## src/rtl/rv32i_ctrl_fsm.sv

```systemverilog
// rv32i_ctrl_fsm: multi-cycle RV32I control unit.
// Steps each instruction through FETCH/DECODE/EXEC/MEM/WB and drives the
// datapath strobes plus the immediate generator's select code.
module rv32i_ctrl_fsm #(
  parameter logic [2:0] IMMSEL_NONE    = 3'd5,
  parameter bit         HALT_ON_SYSTEM = 1'b1
) (
  input  logic        clk,
  input  logic        rst,
  input  logic [31:0] instr,
  input  logic        imem_ready,
  input  logic        dmem_ready,
  input  logic        branch_taken,
  output logic        imem_req,
  output logic        ir_we,
  output logic        pc_we,
  output logic        pc_sel,
  output logic [2:0]  immsel,
  output logic [1:0]  alu_a_sel,
  output logic        alu_b_sel,
  output logic        dmem_req,
  output logic        dmem_we,
  output logic        rf_we,
  output logic [1:0]  wb_sel,
  output logic        halted,
  output logic [2:0]  state
);

  typedef enum logic [2:0] {
    S_FETCH  = 3'd0,
    S_DECODE = 3'd1,
    S_EXEC   = 3'd2,
    S_MEM    = 3'd3,
    S_WB     = 3'd4,
    S_HALT   = 3'd5
  } state_t;

  localparam logic [6:0] OPC_LUI    = 7'b0110111;
  localparam logic [6:0] OPC_AUIPC  = 7'b0010111;
  localparam logic [6:0] OPC_JAL    = 7'b1101111;
  localparam logic [6:0] OPC_JALR   = 7'b1100111;
  localparam logic [6:0] OPC_BRANCH = 7'b1100011;
  localparam logic [6:0] OPC_LOAD   = 7'b0000011;
  localparam logic [6:0] OPC_STORE  = 7'b0100011;
  localparam logic [6:0] OPC_OPIMM  = 7'b0010011;
  localparam logic [6:0] OPC_OP     = 7'b0110011;
  localparam logic [6:0] OPC_FENCE  = 7'b0001111;
  localparam logic [6:0] OPC_SYSTEM = 7'b1110011;

  state_t     state_q;
  state_t     state_d;
  logic [6:0] opcode;

  logic       known_op;
  logic       is_load;
  logic       is_store;
  logic       is_branch;
  logic       is_jump;
  logic       is_fence;
  logic       is_system;
  logic [2:0] imm_dec;
  logic [1:0] a_dec;
  logic       b_dec;
  logic [1:0] wb_dec;

  assign opcode = instr[6:0];
  assign state  = state_q;

  // Opcode classification: immediate type, operand selects and writeback source
  always_comb begin
    known_op  = 1'b1;
    is_load   = 1'b0;
    is_store  = 1'b0;
    is_branch = 1'b0;
    is_jump   = 1'b0;
    is_fence  = 1'b0;
    is_system = 1'b0;
    imm_dec   = IMMSEL_NONE;
    a_dec     = 2'd0;
    b_dec     = 1'b1;
    wb_dec    = 2'd0;
    case (opcode)
      OPC_LUI:    begin imm_dec = 3'd0; a_dec = 2'd2; end
      OPC_AUIPC:  begin imm_dec = 3'd0; a_dec = 2'd1; end
      OPC_JAL:    begin imm_dec = 3'd1; a_dec = 2'd1; is_jump = 1'b1; wb_dec = 2'd2; end
      OPC_JALR:   begin imm_dec = 3'd2; is_jump = 1'b1; wb_dec = 2'd2; end
      OPC_LOAD:   begin imm_dec = 3'd2; is_load = 1'b1; wb_dec = 2'd1; end
      OPC_OPIMM:  begin imm_dec = 3'd2; end
      OPC_BRANCH: begin imm_dec = 3'd3; a_dec = 2'd1; is_branch = 1'b1; end
      OPC_STORE:  begin imm_dec = 3'd4; is_store = 1'b1; end
      OPC_OP:     begin b_dec = 1'b0; end
      OPC_FENCE:  begin is_fence = 1'b1; end
      OPC_SYSTEM: begin is_system = 1'b1; end
      default:    begin known_op = 1'b0; end
    endcase
  end

  // State register; reset returns to FETCH from anywhere, dropping any pending request
  always_ff @(posedge clk) begin
    if (rst) state_q <= S_FETCH;
    else     state_q <= state_d;
  end

  // Next-state and strobe decode; everything held at idle values while reset is high
  always_comb begin
    state_d   = state_q;
    imem_req  = 1'b0;
    ir_we     = 1'b0;
    pc_we     = 1'b0;
    pc_sel    = 1'b0;
    immsel    = IMMSEL_NONE;
    alu_a_sel = 2'd0;
    alu_b_sel = 1'b0;
    dmem_req  = 1'b0;
    dmem_we   = 1'b0;
    rf_we     = 1'b0;
    wb_sel    = 2'd0;
    halted    = 1'b0;
    if (!rst) begin
      case (state_q)
        S_FETCH: begin
          imem_req = 1'b1;
          if (imem_ready) begin
            ir_we   = 1'b1;
            pc_we   = 1'b1;
            state_d = S_DECODE;
          end
        end
        S_DECODE: begin
          immsel = imm_dec;
          if (!known_op || (is_system && HALT_ON_SYSTEM))
            state_d = S_HALT;
          else if (is_fence || is_system)
            state_d = S_FETCH;
          else
            state_d = S_EXEC;
        end
        S_EXEC: begin
          immsel    = imm_dec;
          alu_a_sel = a_dec;
          alu_b_sel = b_dec;
          if (is_jump) begin
            pc_we  = 1'b1;
            pc_sel = 1'b1;
          end else if (is_branch) begin
            pc_we  = branch_taken;
            pc_sel = 1'b1;
          end
          if (is_load || is_store) state_d = S_MEM;
          else if (is_branch)      state_d = S_FETCH;
          else                     state_d = S_WB;
        end
        S_MEM: begin
          immsel    = imm_dec;
          alu_a_sel = a_dec;
          alu_b_sel = b_dec;
          dmem_req  = 1'b1;
          dmem_we   = is_store;
          if (dmem_ready) state_d = is_load ? S_WB : S_FETCH;
        end
        S_WB: begin
          immsel    = imm_dec;
          alu_a_sel = a_dec;
          alu_b_sel = b_dec;
          rf_we     = 1'b1;
          wb_sel    = wb_dec;
          state_d   = S_FETCH;
        end
        S_HALT: begin
          halted  = 1'b1;
          state_d = S_HALT;
        end
        default: state_d = S_FETCH;
      endcase
    end
  end

endmodule

```

## config.mk

```make
export PLATFORM = sky130hd
export DESIGN_NAME = rv32i_ctrl_fsm
export DESIGN_NICKNAME = d
export VERILOG_FILES = /design/src/rtl/rv32i_ctrl_fsm.sv
export SDC_FILE = /design/constraint.sdc
export NUM_CORES = 1
export LEC_CHECK = 0
export CORE_UTILIZATION = 29
export DETAILED_ROUTE_END_ITERATION = 8
export PLACE_DENSITY = 0.94
export SYNTH_ARGS = -nofsm -noshare
export SYNTH_HDL_FRONTEND = slang
export SYNTH_SLANG_ARGS = --single-unit
```

## constraint.sdc

```tcl
create_clock -name clk -period 2.3 [get_ports clk]
set_input_delay 0.46 -clock clk [delete_from_list [all_inputs] [get_ports clk]]
set_output_delay 0.46 -clock clk [all_outputs]
set_load 0.1 [all_outputs]
```

Yosys cells after proc, flatten, opt, wreduce, memory -nomap -nowiden
Index checks and enable logic that the tools add are counted.
- register bits after elaboration: 3
- bits of input ports: 37
- output and inout port bits: 19
- word-level logic and storage cells: 80
- equality and inequality tests: 18
- multiplexer cells: 48
- reduce and logical (&&, ||, !) cells: 13
- operator list (cell ; number):
    1-bit 2-to-1 mux ; 30
    3-bit one-hot mux with 5 select lines ; 2
    7-bit equality test (second input constant) ; 4
    3-bit 2-to-1 mux ; 8
    7-bit by 6-bit equality test with 1-bit output (second input constant) ; 3
    7-bit by 5-bit equality test with 1-bit output (second input constant) ; 2
    11-bit OR reduction ; 1
    2-bit 2-to-1 mux ; 5
    3-bit OR reduction ; 3
    2-bit one-hot mux with 2 select lines ; 2
    7-bit by 2-bit equality test with 1-bit output (second input constant) ; 1
    7-bit by 4-bit equality test with 1-bit output (second input constant) ; 1
    3-bit by 2-bit equality test with 1-bit output (second input constant) ; 2
    3-bit equality test (second input constant) ; 2
    2-bit inequality test (second input constant) ; 2
    2-bit OR reduction ; 2
    4-bit OR reduction ; 1
    3-bit by 1-bit equality test with 1-bit output (second input constant) ; 1
    3-bit zero test ; 1
    1-bit logical OR ; 3
    1-bit one-hot mux with 2 select lines ; 1
    2-bit AND reduction ; 1
    1-bit zero test ; 1

Logic depth before layout (Yosys ltp)
Gate-level depths: netlist (run 1).
- depth after elaboration: 7
- gate-level depth with buffers: 5
- mapped depth without buffers: 4

Least setup slack after synthesis (run 1)
Ideal clock, no wire load.
- kind: reg2out
- start point: reg state_q[0], in the netlist state[0]
- end point: out pc_we
- arrival time: 5.423 ns
- required time: 1.840 ns
- path slack: -3.583 ns
- stages on the path, launching flop included: 5
- path buffers: 1
- path through: dfxtp_1 -> clkbuf_1 -> nor4_1 -> nand2_1 -> o21ai_0
- longest elaborated chain between the ends: 3
- elaborated cells between the ends (all ways): 4
- classes of those cells: eq/ne: 1; mux: 2; reduce/logical: 1
- RTL lines (element ; RTL line ; text):
    start, declared ; 50 ; state_t state_q;
    start signal, assigned ; 101 ; else state_q <= state_d;
    3-bit by 2-bit equality test with 1-bit output or 3-bit zero test (tied branches) ; 120 ; case (state_q)
    1-bit one-hot mux with 2 select lines (*) ; 120 ;
    1-bit 2-to-1 mux (*) ; 119 ; if (!rst) begin
    end, declared ; 16 ; output logic pc_we,
Mark *: on every way between the ends. The rest lies on a longest branch, timed or not.

Final worst setup path (run 1)
- start point: in instr[0]
- end point: out wb_sel[0]
- longest elaborated chain between the ends: 5
- elaborated cells between the ends (all ways): 7
- classes of those cells: eq/ne: 3; mux: 3; reduce/logical: 1
- RTL lines (element ; RTL line ; text):
    start, declared ; 10 ; input logic [31:0] instr,
    7-bit equality test ; 82 ; case (opcode)
    2-bit OR reduction (no line) ; - ;
    2-bit one-hot mux with 2 select lines (*) ; 82 ;
    2-bit 2-to-1 mux (*) ; 120 ;
    2-bit 2-to-1 mux (*) ; 119 ;
    end, declared ; 24 ; output logic [1:0] wb_sel,
Marked as above.

==> flow_metrics.py, run 1 <==
metrics = {
    "drt": {
        "avgRoutedWirePerCell_um": 15.68,
        "vias_per_cell": 5.711,
        "totalWireLength_mm": 2.336,
        "first_pass_iters": 6,
        "num_vias": 851,
        "drc_errors": 2,
        "drt_iter0_drc": 22,
        "ant_nets": 0,
    },
    "grt": {
        "gr-usage-all-layers_pct": 26.24,
        "grt_max_degree": 13,
        "grt_pass1_wl_mm": 3.677,
        "grt.overflow.total": 0,
        "grt_pass1_vias": 869,
        "antenna_found_initial": 0,
    },
    "final_layout": {
        "layout_commonest_cell": "buf_4",
        "insertedDiodeCount": 0,
        "largest_reg_flops": 3,
        "fillers": 79,
        "final_cell_mix": "23 x buf_4, 16 x buf_12, 8 x nand2_1",
        "area_growth_pct": 163.5,
        "multi_input_area_um2": 581.8,
        "nets": 171,
        "final-seq-area_um2": 71.32,
        "drive_above_1_share_pct": 56.39,
    },
    "worst_setup_path": {
        "cp-start-kind": "input port",
        "crit_buf_inv": 3,
        "regToRegStartpoint": "state[2]",
        "cp.arrival_ns": 1.83,
        "slowest_delay_ns": 0.50,
        "cp_max_fo": 3,
        "r2r_slack_ns": 0.81,
        "crit_slowest_cell": "clkdlybuf4s50_1",
        "timing.critical_path.max_delay_family": "buffers and inverters",
        "cp.required_ns": 1.84,
        "cp-end-kind": "output pin",
        "critPathCapture": "wb_sel[0]",
        "worst-path-stages": 6,
        "crit_type": "in2out",
        "r2r-end": "state[1]",
        "cp-startpoint": "instr[0]",
        "r2r_cells": 3,
        "crit_chain": "clkdlybuf4s50_1 > nand3b_1 > buf_4 > nor3_1 > and2_4 > buf_12",
    },
    "clock_network": {
        "cts_tree": "done",
        "htree_levels": 1,
        "clkTransAtPathRegs_ns": 0.04,
        "clockBufferDepth": 2,
        "cts_hold_buf": 0,
        "cts.sinks": 3,
        "clock_latency_ns": 0.24,
        "clock-root-buffer": "clkbuf_4",
        "cts_buffers": 3,
    },
    "yosys": {
        "synth.cell_area_um2": 504.2,
        "yosysWarningCount": 0,
        "ys_async_sr_fraction_pct": 0,
        "seq_area_frac_synth_pct": 11.91,
        "syn_inst": 82,
        "synthDistinctLibCells": 32,
        "synth-edff-count": 0,
        "synth_ff_type": "dfxtp_1",
        "synth_top_cells_by_area": "dfxtp_1 12%, nand2_1 8.2%, nor2_1 7.4%",
        "synth_nets": 119,
        "synth_seq_cells": 3,
        "yosys.area.top_type": "dfxtp_1",
        "synth_top_area_share_pct": 11.91,
        "synth_area_per_cell_um2": 6.149,
    },
    "timing": {
        "worst-slew-pin-transition_ns": 0.4098,
        "holdWs_ns": 0.5988,
        "rsz0062_at_grt": "yes",
        "finalCriticalPeriod_ns": 2.290,
        "report.final.slew_viol_count": 0,
        "finalWorstSetupSlack_ns": 0.01001,
        "skew_ns": 0.004076,
        "slew_headroom_pct": 72.34,
        "finalSetupViolations": 0,
        "hold_viol": 0,
        "period_share_pct": 99.56,
        "fmax_mhz": 436.7,
    },
    "pwr": {
        "vdd_drop_max_mv": 0.2973,
        "p_leak_nw": 0.5656,
        "powerDensity_nw_per_um2": 329.0,
    },
    "floorplan": {
        "die_width_um": 43.70,
        "die-area_um2": 1910,
        "start_util_pct": 32.34,
        "num_rows": 14,
        "io_pins": 56,
        "coreArea_um2": 1559,
        "chipHeight_um": 43.70,
    },
    "placed_design": {
        "dp_hpwl_mm": 1.785,
        "pre_cts_ws_ns": -0.2130,
        "numPortBuffers": 30,
        "place_congestion": 0.9359,
    },
    "hold_path": {
        "holdCritPathClass": "in2reg",
    },
    "status": {
        "outcome": "finished, violations left",
        "violations": "design-rule violations",
    },
    "flow_run": {
        "drv_cap": 0,
    },
}
-- cells by family (layout without fill, tap and decap cells) --
group	Yosys count	after routing	share of synthesized area, %
compound gates	18	18	24.81
xor+xnor	1	1	1.737
buf+inv	8	59	6.451
flops	3	3	11.91
simple gates	52	52	55.09
-- final cells by class --
class | count | share of cell area [%]
inverters | 4 | 1.412
clock buffers | 4 | 1.977
multi-input cells | 71 | 43.79
flip-flops and latches | 3 | 5.367
well taps | 16 | 1.507
repair buffers | 51 | 45.95
-- repair_timing --
| item | CTS | global route |
|---|---|---|
| setup endpoints to repair | 10 | 9 |
| pin swaps | 2 | 6 |
| resized for setup | 14 | 5 |
| buffers inserted | 0 | 1 |
-- synth_stat cells, types with 2 or more instances --
| cell type | instances |
|---|---|
| nand2_1 | 11 |
| nor2_1 | 10 |
| nor3_1 | 6 |
| a21oi_1 | 5 |
| inv_1 | 4 |
| nand3_1 | 4 |
| nor2b_1 | 4 |
| and3_1 | 3 |
| dfxtp_1 | 3 |
| or3b_2 | 3 |
| a21o_1 | 2 |
| a2bb2oi_1 | 2 |
| buf_2 | 2 |
| clkbuf_1 | 2 |
| nand2b_1 | 2 |
| nor4_1 | 2 |
| or3_1 | 2 |
-- worst reg2reg max path, cell delays in order, from the launching register on --
cell and delay, ns:
dfxtp_4 0.37, or3b_1 0.39, or3_1 0.38, o31ai_2 0.25
-- worst min path at each step --
stage | from | endpoint | depth (start not counted)
6_report | rst | state[2] | 3
3_3_place_gp | state[0] | state[1] | 2
4_1_cts | state[0] | state[1] | 2
2_1_floorplan | imem_ready | state[0] | 2
5_1_grt | rst | state[2] | 3
3_5_place_dp | state[0] | state[1] | 2
-- layer usage --
| layer | share of wire, % | track usage [%] |
|---|---|---|
| met1 | 36 | 27.02 |
| met4 | 5.4 | 18.75 |
| met5 | 0 | 0 |
| met3 | 7.4 | 5.000 |
| met2 | 51 | 46.87 |
-- per-stage QoR --
stage	cell area, um^2	total power, mW	util, %	std cells	TNS, ns
3_3_place_gp	1252	0.3257	80.34	144	-1.034
2_1_floorplan	656.9	0.2338	-	82	-1.343
4_1_cts	1305	0.4335	83.71	148	-0.01559
3_5_place_dp	1252	0.3338	80.34	144	-1.576
6_report	1329	0.4372	85.23	149	0
5_1_grt	1329	0.4577	85.23	149	-0.05023
-- power by group --
group | leakage (nW) | internal [mW] | switching, mW
Sequential | 0.0267 | 0.0569 | 0.0172
Clock | 0.0150 | 0.0652 | 0.0305
Combinational | 0.524 | 0.104 | 0.164
(Power assumes the default switching activity.)
==> run 2, diff against run 1 <==
clock period = 2.66 ns   (was 2.3 ns; I/O delays follow)
==> flow_metrics.py, run 2 (same netlist as run 1, synthesis figures left out) <==
metrics = {
    "status": {
        "outcome": "finished, violations left",
        "violations": "design-rule violations",
    },
    "pwr": {
        "p_leak_nw": 0.4688,
        "finalPower_mw": 0.3598,
        "vdd_drop_max_mv": 0.2150,
        "powerDensity_nw_per_um2": 310.2,
    },
    "worst_setup_path": {
        "cp.arrival_ns": 2.09,
        "cp.required_ns": 2.13,
        "crit_slowest_cell": "or3b_2",
        "cp-end-kind": "output pin",
        "crit_chain": "clkdlybuf4s50_1 > or3b_2 > nor2_2 > nand2_2 > o21ai_4 > buf_12",
        "critPathCapture": "pc_we",
        "crit_type": "in2out",
        "r2r_cells": 3,
        "cp-start-kind": "input port",
        "r2r_slack_ns": 1.11,
        "cp-startpoint": "rst",
        "cp_max_fo": 2,
        "slowest_delay_ns": 0.49,
        "r2r-end": "state[0]",
        "regToRegStartpoint": "state[2]",
    },
    "drt": {
        "totalWireLength_mm": 2.125,
        "avgRoutedWirePerCell_um": 15.63,
        "drt_iter0_drc": 26,
        "first_pass_iters": 6,
        "ant_nets": 0,
        "vias_per_cell": 5.721,
        "num_vias": 778,
        "drc_errors": 5,
        "highest_layer": "met4",
        "wl_met2_mm": 1.107,
        "route.met3.wl_um": 190,
        "wl_met1_um": 761,
    },
    "timing": {
        "skew_ns": 0.0004743,
        "setup_tns_ns": 0,
        "period_share_pct": 98.66,
        "finalWorstSetupSlack_ns": 0.03561,
        "hold_viol": 0,
        "finalCriticalPeriod_ns": 2.624,
        "finalSetupViolations": 0,
        "fmax_mhz": 381.0,
        "worst-slew-pin-transition_ns": 0.4931,
        "report.final.slew_viol_count": 0,
        "slew_headroom_pct": 66.71,
    },
    "placed_design": {
        "place_area_um2": 1115,
        "placed_cells": 132,
        "dp_hpwl_mm": 1.652,
        "numPortBuffers": 30,
        "place_congestion": 0.8291,
        "pre_cts_ws_ns": 0.009032,
    },
    "grt": {
        "grt_pass1_vias": 740,
        "grt_max_degree": 13,
        "antenna_found_initial": 0,
        "grt_pass1_wl_mm": 3.236,
        "gr-usage-all-layers_pct": 22.83,
        "grt.overflow.total": 0,
    },
    "final_layout": {
        "nets": 158,
        "final_cell_mix": "16 x buf_12, 11 x clkdlybuf4s50_1, 11 x buf_4",
        "layout_commonest_cell": "buf_12",
        "stdcell_count": 136,
        "largest_reg_flops": 3,
        "drive_above_1_share_pct": 45.83,
        "area_growth_pct": 130.0,
        "insertedDiodeCount": 0,
        "fin_area_um2": 1160,
    },
    "clock_network": {
        "clock_latency_ns": 0.24,
        "clkTransAtPathRegs_ns": 0.04,
        "cts_tree": "done",
        "clockBufferDepth": 2,
        "cts_setup_buffers": 0,
        "cts.sinks": 3,
        "htree_levels": 1,
        "cts_buffers": 3,
        "clock-root-buffer": "clkbuf_4",
    },
    "floorplan": {
        "io_pins": 56,
        "die_width_um": 43.70,
        "coreArea_um2": 1559,
        "die-area_um2": 1910,
        "num_rows": 14,
        "start_util_pct": 32.34,
        "chipHeight_um": 43.70,
    },
    "flow_run": {
        "drv_cap": 0,
    },
    "hold_path": {
        "holdCritPathClass": "reg2reg",
    },
}
-- run 2: how the worst min path moves through the flow --
| stage | start | end | slack (ns) | depth (start not counted) |
|---|---|---|---|---|
| 2_1_floorplan | imem_ready | state[0] | 0.71 | 2 |
| 3_3_place_gp | state[0] | state[1] | 0.56 | 2 |
| 3_5_place_dp | state[0] | state[1] | 0.60 | 2 |
| 4_1_cts | state[0] | state[1] | 0.60 | 2 |
| 5_1_grt | state[0] | state[1] | 0.64 | 2 |
| 6_report | state[0] | state[1] | 0.60 | 2 |
-- run 2: repair_timing --
item	4_1_cts	5_1_grt
endpoints found under the setup margin	0	5
gates resized for setup	0	4
hold buffers	0	0
-- run 2: metrics by stage --
| step | hold slack [ns] | utilization, % |
|---|---|---|
| final | 0.6013 | 74.40 |
| after CTS | 0.6043 | 73.19 |
| after global placement | 0.5622 | 71.51 |
| after detailed placement | 0.6001 | 71.51 |
| after global routing | 0.6367 | 74.40 |
| after floorplan | 0.7110 | - |
-- run 2: worst max-delay path: cells and delay by family --
kind,cells,cell delay (ns)
AOI/OAI and AO/OA,1,0.19
buffers and inverters,2,0.60
and+or+nand+nor,3,0.77
-- run 2: final cells by class --
type                            count  area, um^2
Timing Repair Buffer               38       513.0
Multi-Input combinational cell     71       510.5
Fill cell                         111       399.1
Sequential cell                     3       71.32
Clock buffer                        4       26.28
Tap cell                           16       20.02
Inverter                            4       18.77
-- run 2: routing by layer --
metal | vias up | GRT usage, %
met5 | - | 0
met4 | 0 | 15.00
met3 | 8 | 1.250
met2 | 56 | 38.81
met1 | 343 | 27.59
li1 | 371 | -
-- run 2: report_power, final --
group / leakage (nW) / switching [mW] / total (mW) / internal (mW)
clock network: 0.0150 / 0.0275 / 0.0839 / 0.0565
registers: 0.0267 / 0.0129 / 0.0621 / 0.0492
logic: 0.427 / 0.134 / 0.214 / 0.0795
total: 0.469 / 0.175 / 0.360 / 0.185
==> run 3, diff against run 2 <==
CTS_CLUSTER_SIZE = 12   (was unset)
SETUP_SLACK_MARGIN = 0.1   (was unset)
==> flow_metrics.py, run 3 (same netlist as run 1, synthesis figures left out) <==
metrics = {
    "timing": {
        "finalCriticalPeriod_ns": 2.571,
        "period_share_pct": 96.65,
        "holdWs_ns": 0.6102,
        "fmax_mhz": 389.0,
        "finalSetupViolations": 0,
        "hold_viol": 0,
        "rsz0062_at_grt": "yes",
        "skew_ns": 0.002259,
        "worst-slew-pin-transition_ns": 0.4343,
        "slew_headroom_pct": 70.68,
        "report.final.slew_viol_count": 0,
    },
    "worst_setup_path": {
        "cp_max_fo": 3,
        "r2r_slack_ns": 1.18,
        "crit_chain": "clkdlybuf4s50_1 > nand3b_1 > buf_4 > nor2_2 > nand2_2 > nor2_4 > buf_12",
        "cp.required_ns": 2.13,
        "crit_type": "in2out",
        "r2r_cells": 3,
        "crit_slowest_cell": "clkdlybuf4s50_1",
        "regToRegStartpoint": "state[2]",
        "r2r-end": "state[2]",
        "cp.arrival_ns": 2.04,
        "cp-start-kind": "input port",
        "cp-end-kind": "output pin",
        "slowest_delay_ns": 0.52,
        "cp-startpoint": "instr[0]",
    },
    "grt": {
        "grt_pass1_vias": 787,
        "gr-usage-all-layers_pct": 25.92,
        "antenna_found_initial": 0,
        "grt_use_met2_pct": 47.76,
        "grt_pass1_wl_mm": 3.643,
        "grt-busiest-layer": "met2",
        "grt.overflow.total": 0,
        "grtUsageMet1_pct": 29.37,
        "grt_max_degree": 13,
        "use_met3_pct": 0.4167,
    },
    "clock_network": {
        "clock-root-buffer": "clkbuf_4",
        "cts_setup_buffers": 0,
        "clkTransAtPathRegs_ns": 0.04,
        "cts_tree": "done",
        "clock_latency_ns": 0.25,
        "htree_levels": 1,
        "clockBufferDepth": 2,
        "cts.sinks": 3,
        "cts_buffers": 3,
    },
    "drt": {
        "ant_nets": 0,
        "first_pass_iters": 6,
        "drt_iter0_drc": 32,
        "num_vias": 798,
        "drc_errors": 3,
        "avgRoutedWirePerCell_um": 16.52,
        "totalWireLength_mm": 2.313,
        "vias_per_cell": 5.700,
    },
    "final_layout": {
        "nets": 162,
        "largest_reg_flops": 3,
        "area_growth_pct": 147.1,
        "insertedDiodeCount": 0,
        "fin_area_um2": 1246,
        "final_cell_mix": "16 x buf_12, 15 x buf_4, 7 x nand2_1",
        "layout_commonest_cell": "buf_12",
        "stdcell_count": 140,
        "post-route-util_pct": 79.94,
        "drive_above_1_share_pct": 53.23,
    },
    "hold_path": {
        "hold_start": "state[0]",
        "holdCritPathClass": "reg2reg",
        "holdPathStages": 2,
        "min_to": "state[1]",
    },
    "status": {
        "violations": "design-rule violations",
        "outcome": "finished, violations left",
    },
    "pwr": {
        "vdd_drop_max_mv": 0.2151,
        "powerDensity_nw_per_um2": 301.6,
        "p_leak_nw": 0.5181,
        "finalPower_mw": 0.3758,
    },
    "floorplan": {
        "chipHeight_um": 43.70,
        "die-area_um2": 1910,
        "coreArea_um2": 1559,
        "start_util_pct": 32.34,
        "io_pins": 56,
        "num_rows": 14,
        "die_width_um": 43.70,
    },
    "placed_design": {
        "place_congestion": 0.8917,
        "placed_cells": 136,
        "numPortBuffers": 30,
        "dp_hpwl_mm": 1.733,
        "place_area_um2": 1174,
    },
    "flow_run": {
        "drv_cap": 0,
    },
}
## run 3: changes by cell type in the layout (fill, tap and decap cells not counted), moves of 2 or more
cell	before	now
nand2_1	9	7
nor2_4	1	5
dlygate4sd2_1	0	3
buf_4	11	15
clkdlybuf4s50_1	11	6
nor2_1	6	4
nor2_2	3	1
dlymetal6s2s_1	0	2
nand3_2	0	2
nand2_2	2	4
nand3_1	4	2
## run 3: critical path, delay by kind of cell
kind	cells	cell delay, ns
buffers and inverters	3	0.92
and+or+nand+nor	4	0.58
## run 3: stage by stage
step                setup slack (ns)  setup TNS, ns
floorplan                    -0.2015        -0.3181
global placement             0.01457              0
detailed placement        -0.0005433     -0.0005433
CTS                          0.09014              0
global route                 0.04997              0
finish                       0.08923              0
## run 3: worst max-delay path by stage
stage,slack [ns],end,cells after the start
after floorplan,-0.20,ir_we,4
after global placement,0.01,pc_we,6
after detailed placement,-0.0005,pc_we,6
after CTS,0.09,dmem_we,7
after global routing,0.05,dmem_we,7
final,0.09,dmem_we,7
## run 3: routing by layer
layer  vias up  wire length, um
met2        38             1225
met5         -                0
met1       374              921
met4         0               76
li1        380                -
met3         6               90
## run 3: cell type report
cell class	instances	area, um^2
Clock buffer	4	26.28
Fill cell	104	312.8
Inverter	4	18.77
Multi-Input combinational cell	71	565.5
Sequential cell	3	71.32
Tap cell	16	20.02
Timing Repair Buffer	42	544.3
## run 3: what timing repair did
item / CTS / global route
pin swaps: 4 / 1
endpoints found under the setup margin: 6 / 9
gates resized for setup: 10 / 7
hold endpoints to repair: 0 / 0
hold buffers: 0 / 0
## run 3: where the power goes
part | internal, mW | switching (mW) | total (mW)
registers | 0.0491 | 0.0146 | 0.0637
logic | 0.0822 | 0.141 | 0.223
clock network | 0.0568 | 0.0323 | 0.0890
total | 0.188 | 0.188 | 0.376
